### config.mk
export PLATFORM = sky130hd
export DESIGN_NAME = lsu_axi_master
export DESIGN_NICKNAME = d
export VERILOG_FILES = /design/src/rtl/lsu_axi_master_pkg.sv /design/src/rtl/lsu_lane_align.sv /design/src/rtl/lsu_axi_master.sv
export SDC_FILE = /design/constraint.sdc
export NUM_CORES = 1
export LEC_CHECK = 0
export ABC_CLOCK_PERIOD_IN_PS = 4170
export CELL_PAD_IN_SITES_DETAIL_PLACEMENT = 1
export CELL_PAD_IN_SITES_GLOBAL_PLACEMENT = 2
export CORE_MARGIN = 2
export CORE_UTILIZATION = 24
export DETAILED_ROUTE_END_ITERATION = 6
export PLACE_DENSITY_LB_ADDON = 0.1
export SYNTH_ARGS = -nofsm -noshare
export SYNTH_HDL_FRONTEND = slang
export SYNTH_SLANG_ARGS = --single-unit
### constraint.sdc
create_clock -name clock -period 4.17 [get_ports clock]
set_clock_uncertainty 0.1 [all_clocks]
set_input_delay 0.6255 -clock clock [delete_from_list [all_inputs] [get_ports clock]]
set_output_delay 0.6255 -clock clock [all_outputs]
set_load 0.01 [all_outputs]
### src/rtl/lsu_axi_master_pkg.sv
// Shared encodings for the LSU bus front-end: access sizes, AXI response codes, FSM states.
package lsu_axi_master_pkg;

  localparam logic [1:0] SIZE_B    = 2'b00;
  localparam logic [1:0] SIZE_H    = 2'b01;
  localparam logic [1:0] SIZE_W    = 2'b10;
  localparam logic [1:0] SIZE_RSV  = 2'b11;

  localparam logic [1:0] RESP_OKAY = 2'b00;

  typedef enum logic [2:0] {
    IDLE,
    RADDR,
    RDATA,
    WRITE,
    WRESP,
    RESP
  } state_e;

  typedef struct packed {
    logic        wen;
    logic [31:0] addr;
    logic [1:0]  size;
    logic        sgn;
    logic [31:0] wdata;
  } req_t;

  function automatic logic is_misaligned(input logic [1:0] size, input logic [1:0] off);
    return (size == SIZE_RSV) || ((size == SIZE_H) && off[0]) || ((size == SIZE_W) && (off != 2'b00));
  endfunction

endpackage

### src/rtl/lsu_lane_align.sv
// Byte-lane steering: store data/strobe placement and load extraction with sign/zero extension.
// Purely combinational; no handshake.
module lsu_lane_align
  import lsu_axi_master_pkg::*;
(
  input  logic [1:0]  size,
  input  logic [1:0]  offset,
  input  logic        sgn,
  input  logic [31:0] st_data,
  output logic [31:0] st_lanes,
  output logic [3:0]  st_strb,
  input  logic [31:0] ld_data,
  output logic [31:0] ld_ext
);

  logic [3:0]  strb_base;
  logic [15:0] ld_low;

  always_comb begin
    st_lanes = st_data << {offset, 3'b000};
    case (size)
      SIZE_B:  strb_base = 4'b0001;
      SIZE_H:  strb_base = 4'b0011;
      default: strb_base = 4'b1111;
    endcase
    // Half at offset 3 (only reachable with misalign checking off) loses its upper lane.
    st_strb = strb_base << offset;
  end

  always_comb begin
    ld_low = 16'(ld_data >> {offset, 3'b000});
    case (size)
      SIZE_B:  ld_ext = {{24{sgn & ld_low[7]}}, ld_low[7:0]};
      SIZE_H:  ld_ext = {{16{sgn & ld_low[15]}}, ld_low};
      default: ld_ext = ld_data;
    endcase
  end

endmodule

### src/rtl/lsu_axi_master.sv
// LSU data-side AXI-lite master: one request at a time, zero-wait load latency accept->resp_valid = 3 cycles.
// req_ready only in IDLE; AXI valids held until handshake; response held until resp_ready.
module lsu_axi_master
  import lsu_axi_master_pkg::*;
#(
  parameter int CHECK_MISALIGN = 1
) (
  input  logic        clock,
  input  logic        reset,
  input  logic        req_valid,
  output logic        req_ready,
  input  logic        req_wen,
  input  logic [31:0] req_addr,
  input  logic [1:0]  req_size,
  input  logic        req_signed,
  input  logic [31:0] req_wdata,
  output logic        resp_valid,
  input  logic        resp_ready,
  output logic [31:0] resp_rdata,
  output logic        resp_err,
  output logic [31:0] araddr,
  output logic        arvalid,
  input  logic        arready,
  output logic        rready,
  input  logic [31:0] rdata,
  input  logic [1:0]  rresp,
  input  logic        rvalid,
  output logic [31:0] awaddr,
  output logic        awvalid,
  input  logic        awready,
  output logic [31:0] wdata,
  output logic [3:0]  wstrb,
  output logic        wvalid,
  input  logic        wready,
  output logic        bready,
  input  logic [1:0]  bresp,
  input  logic        bvalid
);

  state_e      state, state_next;
  req_t        req_q;
  logic        aw_done, w_done;
  logic [31:0] rdata_q;
  logic        err_q;
  logic        accept, misaligned, aw_hs, w_hs, write_done;
  logic [31:0] st_lanes, ld_ext;
  logic [3:0]  st_strb;

  assign accept     = req_valid && req_ready;
  assign misaligned = (CHECK_MISALIGN != 0) && is_misaligned(req_size, req_addr[1:0]);
  assign aw_hs      = awvalid && awready;
  assign w_hs       = wvalid && wready;
  assign write_done = (aw_done || aw_hs) && (w_done || w_hs);

  lsu_lane_align u_align (
    .size     (req_q.size),
    .offset   (req_q.addr[1:0]),
    .sgn      (req_q.sgn),
    .st_data  (req_q.wdata),
    .st_lanes (st_lanes),
    .st_strb  (st_strb),
    .ld_data  (rdata),
    .ld_ext   (ld_ext)
  );

  always_ff @(posedge clock) begin
    if (reset) state <= IDLE;
    else       state <= state_next;
  end

  always_comb begin
    state_next = state;
    case (state)
      IDLE:    if (accept) state_next = misaligned ? RESP : (req_wen ? WRITE : RADDR);
      RADDR:   if (arready) state_next = RDATA;
      RDATA:   if (rvalid) state_next = RESP;
      WRITE:   if (write_done) state_next = WRESP;
      WRESP:   if (bvalid) state_next = RESP;
      RESP:    if (resp_ready) state_next = IDLE;
      default: state_next = IDLE;
    endcase
  end

  always_ff @(posedge clock) begin
    if (reset) begin
      req_q   <= '0;
      aw_done <= 1'b0;
      w_done  <= 1'b0;
      rdata_q <= '0;
      err_q   <= 1'b0;
    end else begin
      if (accept) begin
        req_q   <= '{wen: req_wen, addr: req_addr, size: req_size, sgn: req_signed, wdata: req_wdata};
        aw_done <= 1'b0;
        w_done  <= 1'b0;
        rdata_q <= '0;
        err_q   <= misaligned;
      end
      if (state == WRITE) begin
        if (aw_hs) aw_done <= 1'b1;
        if (w_hs)  w_done  <= 1'b1;
      end
      if ((state == RDATA) && rvalid) begin
        err_q   <= (rresp != RESP_OKAY);
        rdata_q <= (rresp != RESP_OKAY) ? '0 : ld_ext;
      end
      if ((state == WRESP) && bvalid) begin
        err_q   <= (bresp != RESP_OKAY);
        rdata_q <= '0;
      end
    end
  end

  always_comb begin
    req_ready  = (state == IDLE) && !reset;
    arvalid    = (state == RADDR);
    araddr     = (state == RADDR) ? req_q.addr : '0;
    rready     = (state == RDATA);
    awvalid    = (state == WRITE) && !aw_done;
    wvalid     = (state == WRITE) && !w_done;
    awaddr     = (state == WRITE) ? req_q.addr : '0;
    wdata      = (state == WRITE) ? st_lanes : '0;
    wstrb      = (state == WRITE) ? st_strb : '0;
    bready     = (state == WRESP);
    resp_valid = (state == RESP);
    resp_rdata = ((state == RESP) && !req_q.wen) ? rdata_q : '0;
    resp_err   = (state == RESP) && err_q;
  end

endmodule
==> results.py, run 1 <==
metrics = {
    "synthesis": {
        "synth.distinct_cells": 55,
        "yosysTopAreaCell": "dfxtp_1",
        "syn_avg_cell_area_sq_um": 7.67,
        "synthTopCellsByArea": "dfxtp_1, and2_1, nand2_1, nand3_1, mux2i_1",
        "synth-edff-count": 0,
        "ys_warn_count": 0,
        "netlist.area_leader.share": 0.374,
        "synth_ff_type": "dfxtp_1",
        "synthCells": 739,
        "syn_area_sq_um": 5670,
        "synth_seq_cells": 106,
        "ys_seq_area_frac": 0.374,
        "syn-num-nets": 852,
        "ys_async_sr_fraction": 0,
    },
    "grt": {
        "grt_pass1_vias": 6283,
        "grt_usage": 0.180,
        "grt_max_degree": 72,
        "overflow": 0,
        "antenna_found_initial": 1,
        "grt_pass1_wl_um": 34900,
    },
    "job": {
        "max-cap-violations": 0,
    },
    "drt": {
        "ant_nets": 0,
        "drcViolationCount": 0,
        "dr_total_vias": 6025,
        "wl_um": 22500,
        "vias_per_cell": 4.74,
        "drt_iter0_drc": 193,
        "wl_per_cell_um": 17.7,
        "first_pass_iters": 4,
    },
    "cts": {
        "h-tree-depth": 3,
        "cts_sinks": 106,
        "cts_hold_buf": 0,
        "root_buffer": "clkbuf_16",
        "cts_resized": 0,
        "cts_tree": "done",
        "cts_buffers": 9,
        "path_clk_slew_ns": 0.07,
        "cts_setup_buffers": 0,
        "cts_buffer_depth": 2,
        "clk_latency_ns": 0.35,
    },
    "sta": {
        "slew_headroom": 0.411,
        "hold_violations": 0,
        "slew_viol_final": 0,
        "setup-violations-final": 0,
        "fmax_mhz": 279,
        "post-route-period-util": 0.859,
        "setup_tns_ns": 0,
        "worst_slew_pin_slew_ns": 0.882,
        "rsz0062_at_grt": "false",
        "min_period_ns": 3.58,
    },
    "worst_setup_path": {
        "crit_chain": "nand3b_1 -> a211oi_1 -> clkdlybuf4s50_1",
        "cpPeakStageDelay_ns": 0.68,
        "cp_slowest_cell": "dfxtp_1",
        "start_kind": "flip-flop",
        "critical_path_required_ns": 3.44,
        "ff2ff_path_depth": 5,
        "end_kind": "output port",
        "path_class": "reg -> out",
        "worstPathArrival_ns": 2.85,
        "crit_fanout": 19,
    },
    "hold_path": {
        "whs_path_depth": 2,
        "min_path_type": "reg -> reg",
    },
    "finish": {
        "drive_gt1_frac": 0.0420,
        "syn_to_final_growth_pct": 54.1,
        "instances_no_fill": 1272,
        "regArea_sq_um": 2120,
        "num_antenna_cells": 0,
        "fin_nets": 1062,
        "fill_cells": 2726,
        "multiInputGateArea_sq_um": 3250,
        "fin_area_sq_um": 8730,
    },
    "placed_design": {
        "gp_congestion": 0.760,
        "dp_hpwl_um": 16600,
        "placed_cells": 1257,
        "placed_cell_area_sq_um": 8420,
        "portBuffers": 252,
    },
    "power_and_ir_drop": {
        "leakage_uw": 0.00338,
        "finalPower_uw": 3600,
        "ir_drop_v": 0.000167,
        "p_per_area_nw_per_um2": 412,
    },
    "floorplanning": {
        "placementRows": 56,
        "core_sq_um": 23300,
        "initial_core_util": 0.243,
        "die_w_um": 158,
        "die-area_sq_um": 24900,
        "pin_count": 253,
        "die_h_um": 158,
    },
    "status": {
        "status": "complete, no violations",
    },
}
==> flip-flops by register name (all words and copies together) (netlist names) <==
register and cells:
err_q 1, w_done 1, rdata_q 32, aw_done 1, state 3, req_q 68
==> cells in the mapped netlist, types with 2 or more instances <==
cell	number
or2_2	5
a221o_1	23
nor3b_1	2
o211ai_1	2
inv_1	3
buf_1	11
dfxtp_1	106
nor2_1	41
nand2_1	155
clkbuf_1	44
buf_2	5
o2111ai_1	7
a21oi_1	21
o21ai_0	7
a311oi_1	6
a22o_1	2
and2_1	111
mux2_2	2
a221oi_1	2
nor3_1	2
nand3_1	69
a211o_1	3
buf_6	4
nand3b_1	2
o31ai_1	4
or3_1	6
o21ai_1	2
mux2i_1	24
a211oi_1	20
nor2b_1	18
a22oi_1	2
and3b_1	2
nand2b_1	4
==> routing by layer <==
| layer | share of wire | wire length, um | vias to the layer above | track usage |
|---|---|---|---|---|
| li1 | - | - | 2938 | - |
| met1 | 0.46 | 10300 | 2899 | 0.224 |
| met2 | 0.46 | 10400 | 168 | 0.302 |
| met3 | 0.066 | 1490 | 18 | 0.0517 |
| met4 | 0.013 | 293 | 2 | 0.0489 |
| met5 | 0.00071 | 16 | - | 0 |
==> kinds of logic after synthesis <==
kind of cell              after synthesis  share of synthesized area
xor gates and xnor gates                1                    0.00155
AOI/OAI and AO/OA                     108                      0.146
muxes                                  27                     0.0484
buffers and inverters                  69                     0.0528
DFF                                   106                      0.374
and+or+nand+nor                       428                      0.377
==> power by group <==
group | internal, uW | total, uW | switching, uW
registers | 1200 | 1450 | 251
logic | 535 | 1210 | 672
clock network | 542 | 944 | 402
total | 2270 | 3600 | 1330
==> final timing paths <==
check	start	endpoint	slack, ns
max	state[1]	wdata[31]	0.59
min	req_q[67]	req_q[67]	0.36
max reg2reg	req_q[35]	rdata_q[27]	1.30
min reg2reg	req_q[67]	req_q[67]	0.36
==> cells in the final DEF, fill, tap and decap left out, types with 7 or more instances in the layout <==
cell / count
a211oi_1: 20
a21oi_1: 21
a221o_1: 23
and2_1: 110
buf_4: 11
clkbuf_16: 9
clkdlybuf4s50_1: 252
dfxtp_1: 104
mux2i_1: 24
nand2_1: 154
nand3_1: 69
nor2_1: 40
nor2b_1: 18
o2111ai_1: 7
o21ai_0: 7
==> layout make-up <==
| cell class | instances | share of cell area |
|---|---|---|
| Clock buffer | 11 | 0.0278 |
| Clock inverter | 4 | 0.00874 |
| Inverter | 4 | 0.00172 |
| Multi-Input combinational cell | 564 | 0.372 |
| Sequential cell | 106 | 0.243 |
| Tap cell | 319 | 0.0457 |
| Timing Repair Buffer | 264 | 0.301 |
==> metrics by stage <==
step / setup slack [ns] / hold slack, ns / utilization
finish: 0.590 / 0.355 / 0.374
global route: 0.406 / 0.374 / 0.374
CTS: 0.570 / 0.358 / 0.374
detailed placement: 0.799 / 0.346 / 0.361
global placement: 0.848 / 0.340 / 0.361
floorplan: 1.65 / 0.324 / -
==> critical path, delay by kind of cell, from the launching register on <==
family,cells,cell delay [ns]
simple gates,1,0.68
flops,1,0.68
buf+inv,1,0.62
compound gates,1,0.51
(Power assumes the default switching activity.)
==> run 2: changes to the inputs <==
GPL_TIMING_DRIVEN = 0   (was unset)
==> run 2 against run 1 <==
Maximum frequency down 9.8%; register-to-register slack better by 0.31 ns; die area unchanged; design area up 1.8%; critical path depth up 3; count of clock-buffer cells in the layout unchanged; routed wire length up 8.3%; via count up 1.4%; utilization up 0.69 points; critical path type unchanged; largest power group is now combinational logic.
==> results.py, run 2 (same netlist as run 1, synthesis figures left out) <==
metrics = {
    "placed_design": {
        "portBuffers": 251,
        "placed_cell_area_sq_um": 8580,
        "placed_cells": 1309,
        "dp_hpwl_um": 18900,
        "gp_congestion": 0.770,
    },
    "cts": {
        "cts_setup_buffers": 0,
        "root_buffer": "clkbuf_16",
        "cts_sinks": 106,
        "cts_buffers": 9,
        "cts_hold_buf": 0,
        "path_clk_slew_ns": 0.08,
        "clk_latency_ns": 0.35,
        "cts_buffer_depth": 2,
        "h-tree-depth": 3,
        "cts_tree": "done",
    },
    "finish": {
        "largest_reg_flops": 68,
        "layout_common_cells": "clkdlybuf4s50_1, nand2_1, and2_1",
        "syn_to_final_growth_pct": 57.0,
        "instances_no_fill": 1323,
        "fin_nets": 1113,
        "drive_gt1_frac": 0.0339,
        "num_antenna_cells": 0,
        "regMostFlops": "req_q",
        "final_common_cell": "clkdlybuf4s50_1",
        "fill_cells": 2796,
        "fin_area_sq_um": 8890,
        "reg_top3": "req_q: 68 flops, rdata_q: 32 flops, state: 3 flops",
    },
    "worst_setup_path": {
        "end_kind": "output port",
        "crit_fanout": 19,
        "critical_path_required_ns": 3.44,
        "ff2ff_path_depth": 5,
        "path_class": "reg -> out",
        "start_kind": "flip-flop",
        "worstPathArrival_ns": 3.24,
    },
    "sta": {
        "setup_tns_ns": 0,
        "slew_headroom": 0.305,
        "setup-violations-final": 0,
        "hold_violations": 0,
        "rsz0062_at_grt": "false",
        "post-route-period-util": 0.951,
        "worst_slew_pin_slew_ns": 1.04,
        "fmax_mhz": 252,
        "slew_viol_final": 0,
        "min_period_ns": 3.97,
        "hold_slack_ns": 0.356,
    },
    "grt": {
        "overflow": 0,
        "grt_max_degree": 20,
        "antenna_found_initial": 0,
        "grt_pass1_vias": 6460,
        "grt_pass1_wl_um": 37300,
        "grt_usage": 0.196,
    },
    "drt": {
        "vias_per_cell": 4.62,
        "first_pass_iters": 4,
        "wl_um": 24300,
        "drt_iter0_drc": 201,
        "dr_total_vias": 6108,
        "ant_nets": 0,
        "drcViolationCount": 0,
        "wl_per_cell_um": 18.4,
    },
    "floorplanning": {
        "core_sq_um": 23300,
        "initial_core_util": 0.243,
        "pin_count": 253,
        "placementRows": 56,
        "die-area_sq_um": 24900,
        "die_h_um": 158,
        "die_w_um": 158,
    },
    "power_and_ir_drop": {
        "p_per_area_nw_per_um2": 417,
        "finalPower_uw": 3710,
        "ir_drop_v": 0.000157,
        "leakage_uw": 0.00344,
    },
    "hold_path": {
        "whs_path_depth": 2,
        "min_path_type": "reg -> reg",
    },
    "status": {
        "status": "complete, no violations",
    },
    "job": {
        "max-cap-violations": 0,
    },
}
==> run 2: stage by stage <==
stage          setup WS [ns]  utilization
6_report               0.203        0.381
5_1_grt              0.00700        0.381
4_1_cts               0.0113        0.381
3_5_place_dp           0.313        0.368
3_3_place_gp           0.337        0.368
2_1_floorplan           1.65            -
==> run 2: metal layers <==
metal  GRT usage  part of all wire  wire length [um]
met3      0.0523             0.069              1670
met1       0.257              0.46             11300
met4      0.0502             0.014               346
met5           0                 0                 0
met2       0.317              0.45             11000
==> run 2: cell type report <==
type	count	area, sq um	share of cell area
Buffer	64	282	0.0317
Clock buffer	11	243	0.0273
Clock inverter	4	76.3	0.00858
Inverter	4	15.0	0.00169
Multi-Input combinational cell	564	3250	0.365
Sequential cell	106	2120	0.239
Tap cell	319	399	0.0449
Timing Repair Buffer	251	2510	0.282
==> run 2: where the power goes <==
| part | internal (uW) | switching [uW] | leakage [uW] | total [uW] |
|---|---|---|---|---|
| combinational | 568 | 824 | 0.00242 | 1390 |
| sequential | 1190 | 159 | 0.000866 | 1350 |
| clock | 542 | 417 | 0.000152 | 959 |
| total | 2310 | 1400 | 0.00344 | 3710 |
==> run 2: final timing paths <==
check	slack (ns)	start	endpoint
hold reg to reg	0.36	req_q[29]	req_q[29]
hold / removal	0.36	req_q[29]	req_q[29]
setup / recovery	0.20	req_q[36]	wdata[28]
setup reg to reg	1.61	req_q[36]	rdata_q[10]
==> run 2: critical path, cell delays in order, from the launching register on <==
cell             delay, ns
dfxtp_1               0.32
buf_2                 0.30
buf_2                 0.49
buf_1                 0.58
mux2i_1               0.20
a211oi_1              0.38
clkdlybuf4s50_1       0.61
==> run 2: repair_timing <==
item | CTS | global route
cloned | 0 | 0
gates resized for setup | 0 | 2
hold endpoints to repair | 0 | 0
setup endpoints to repair | 2 | 9
